$ cat src/rtl/counter_4bit.sv
// Free-running unsigned up-counter with asynchronous active-low clear.
// Wraps modulo 2^WIDTH; positional port order (cnt, clk, rst) is relied on by existing instances.
module counter_4bit #(
    parameter int WIDTH = 4
) (
    output logic [WIDTH-1:0] cnt,
    input  logic             clk,
    input  logic             rst
);

    // Carry out of the MSB is dropped, giving the 2^WIDTH-1 -> 0 wrap.
    function automatic logic [WIDTH-1:0] wrap_inc(input logic [WIDTH-1:0] v);
        return WIDTH'(v + 1'b1);
    endfunction

    always_ff @(posedge clk or negedge rst) begin
        if (!rst) begin
            cnt <= '0;
        end else begin
            cnt <= wrap_inc(cnt);
        end
    end

endmodule

$ cat config.mk
export PLATFORM = sky130hd
export DESIGN_NAME = counter_4bit
export DESIGN_NICKNAME = d
export VERILOG_FILES = /design/src/rtl/counter_4bit.sv
export SDC_FILE = /design/constraint.sdc
export NUM_CORES = 1
export LEC_CHECK = 0
export BUFFER_PORTS_ARGS = -buffer_cell sky130_fd_sc_hd__clkbuf_2
export CAP_MARGIN = 0
export CORE_AREA = 5 5 42 44
export CTS_CLUSTER_SIZE = 10
export DETAILED_ROUTE_END_ITERATION = 7
export DIE_AREA = 0 0 47 49
export SLEW_MARGIN = 10
export SYNTH_ARGS = -nofsm -noshare
export SYNTH_HDL_FRONTEND = slang
export SYNTH_SLANG_ARGS = --single-unit
$ cat constraint.sdc
create_clock -name clk -period 1.8 [get_ports clk]
set_input_delay 0.36 -clock clk [delete_from_list [all_inputs] [get_ports clk]]
set_output_delay 0.36 -clock clk [all_outputs]
set_load 0.05 [all_outputs]
==> flow_summary.json <==
{
  "outcome": "finished clean",
  "worst-path-buf-inv": 1,
  "fill_cells": 160,
  "synth_compound_area_share_pct": 0,
  "place_inst": 30,
  "p_leak_nw": 0.121,
  "largest-register": "cnt",
  "synth.avg_cell_area_um2": 15.4,
  "rsz0062_at_grt": "no",
  "ys_top_cells_by_area": "dfrtp_1 (72%), ha_1 (9.0%), xnor2_1 (6.3%)",
  "ctsResizeCount": 0,
  "ant_nets": 0,
  "routed_wl_um": 272,
  "hold_violations": 0,
  "synth-warning-count": 0,
  "synth_cell_type_count": 6,
  "clock-sinks": 4,
  "synthFlopType": "dfrtp_1",
  "synthSimpleGateAreaFrac_pct": 3.60,
  "syn_inst": 9,
  "synthesis.nets": 12,
  "yosys_register_bits": 4,
  "cts_root_buffer": "clkbuf_4",
  "regArea_um2": 100,
  "grt_use_total_pct": 3.67,
  "setup-tns-final_ns": 0,
  "largest_reg_flops": 4,
  "io_buffers": 5,
  "numCtsBuffers": 3,
  "cts_tree": "yes",
  "setup_viol": 0,
  "dr.pass1.iters": 1,
  "drt_iter0_drc": 0,
  "r2r_slack_ns": 0.93,
  "die_h_um": 49,
  "synth_top_family_by_area": "XOR/XNOR gates",
  "synth.area.mux_share_pct": 0,
  "pin_count": 6,
  "clk_latency_ns": 0.23,
  "area_growth_syn_to_layout_pct": 55.9,
  "skew_ns": 0.000365,
  "drv_slew": 0,
  "ys_async_sr_fraction_pct": 100,
  "critical_path.top_delay_family": "flip-flops",
  "grt_start_max_net_pins": 5,
  "post-route-cell-area_um2": 216,
  "synthesis.area_um2": 139,
  "first_global_vias": 115,
  "num_vias": 100,
  "antenna_found_initial": 0,
  "whs_ns": 0.474,
  "die_w_um": 47,
  "power.density_nw_per_um2": 948,
  "layout_setup_ws_ns": 0.531,
  "fin_crit_ns": 1.27,
  "clock_path_buffers": 2,
  "gp_congestion": 0.702,
  "grt_pass1_wl_um": 455,
  "avgRoutedWirePerCell_um": 8.00,
  "placed_area_um2": 184,
  "synth_adder_area_share_pct": 9.01,
  "path_clk_slew_ns": 0.04,
  "cp_max_fo": 4,
  "max_freq_mhz": 788,
  "ys_seq_area_share_pct": 72.1,
  "synth-edff-count": 0,
  "insertedDiodeCount": 0,
  "vdd_drop_max_mv": 0.0695,
  "arrival_ns": 0.91,
  "drc": 0,
  "synth_most_common_cell": "dfrtp_1",
  "hp-class": "reg -> reg",
  "dieArea_um2": 2300,
  "cp_cell_sequence": "clkbuf_2",
  "cap_violations": 0,
  "nets": 23,
  "coreArea_um2": 1400,
  "dp_slack_ns": 0.771,
  "max_stage_delay_ns": 0.38,
  "post-dp-hpwl_um": 195,
  "start_util_pct": 9.91,
  "reg.largest.list": "cnt (4)",
  "multi_input_area_um2": 35.0,
  "synth_largest_area_cell": "dfrtp_1",
  "power_uw": 205,
  "final_cells": 34,
  "cts_max_level": 1,
  "synth_xor_area_share_pct": 12.6,
  "critPathLaunchType": "register",
  "drive_gt1_share_pct": 44.4,
  "cp_slowest_cell": "dfrtp_1",
  "maxSlewHeadroom_pct": 81.5,
  "synth_top_area_share_pct": 72.1,
  "utilization_pct": 15.4,
  "path_class": "reg -> out",
  "end_kind": "primary output",
  "overflow": 0,
  "tightest_slew_ns": 0.278,
  "vias_per_cell": 2.94,
  "required_ns": 1.44,
  "min_period_over_period_pct": 70.5,
  "rows": 14
}
## cell type report
class / instances / area share, %
flip-flops and latches: 4 / 46.2
clock buffers: 3 / 10.4
well taps: 16 / 9.25
multi-input cells: 4 / 16.2
inverters: 1 / 1.73
repair buffers: 6 / 16.2
## cell families after synthesis
logic type	after synthesis
xor+xnor	2
fa+ha+maj	1
buf+inv	1
flops	4
simple gates	1
## cells in the final DEF (no fill, tap or decap), drive strengths merged
cell type / netlist / final
clkbuf: 0 / 8
ha: 1 / 1
dfrtp: 4 / 4
xnor2: 1 / 1
nand3: 1 / 1
inv: 1 / 1
xor2: 1 / 1
dlygate4sd3: 0 / 1
## path summary, 6_finish.rpt
| check | start | to | cells after the start |
|---|---|---|---|
| worst min-delay path | cnt[0] | cnt[0] | 1 |
| min in group asynchronous | rst | cnt[2] | 2 |
| worst min register to register | cnt[0] | cnt[0] | 1 |
| max in group asynchronous | rst | cnt[3] | 2 |
| worst max-delay path | cnt[0] | cnt[0] | 1 |
| worst max register to register | cnt[0] | cnt[2] | 2 |
## what timing repair did
item,in CTS,in global routing
buffers inserted,0,0
hold buffers,1,0
endpoints found under the hold margin,4,0
## report_power, final
part | switching [mW] | internal, mW
registers | 0 | 0.0904
clock network | 0.0360 | 0.0745
logic | 0.00197 | 0.00219
total | 0.0380 | 0.167
## routing by layer
metal	part of all wire, %	routed length (um)	GRT usage [%]
met5	0	0	0
met2	36	99	2.94
met4	7.7	21	6.91
met3	21	58	3.32
met1	34	93	3.32
Note: power is estimated with default switching activity, not from simulation.
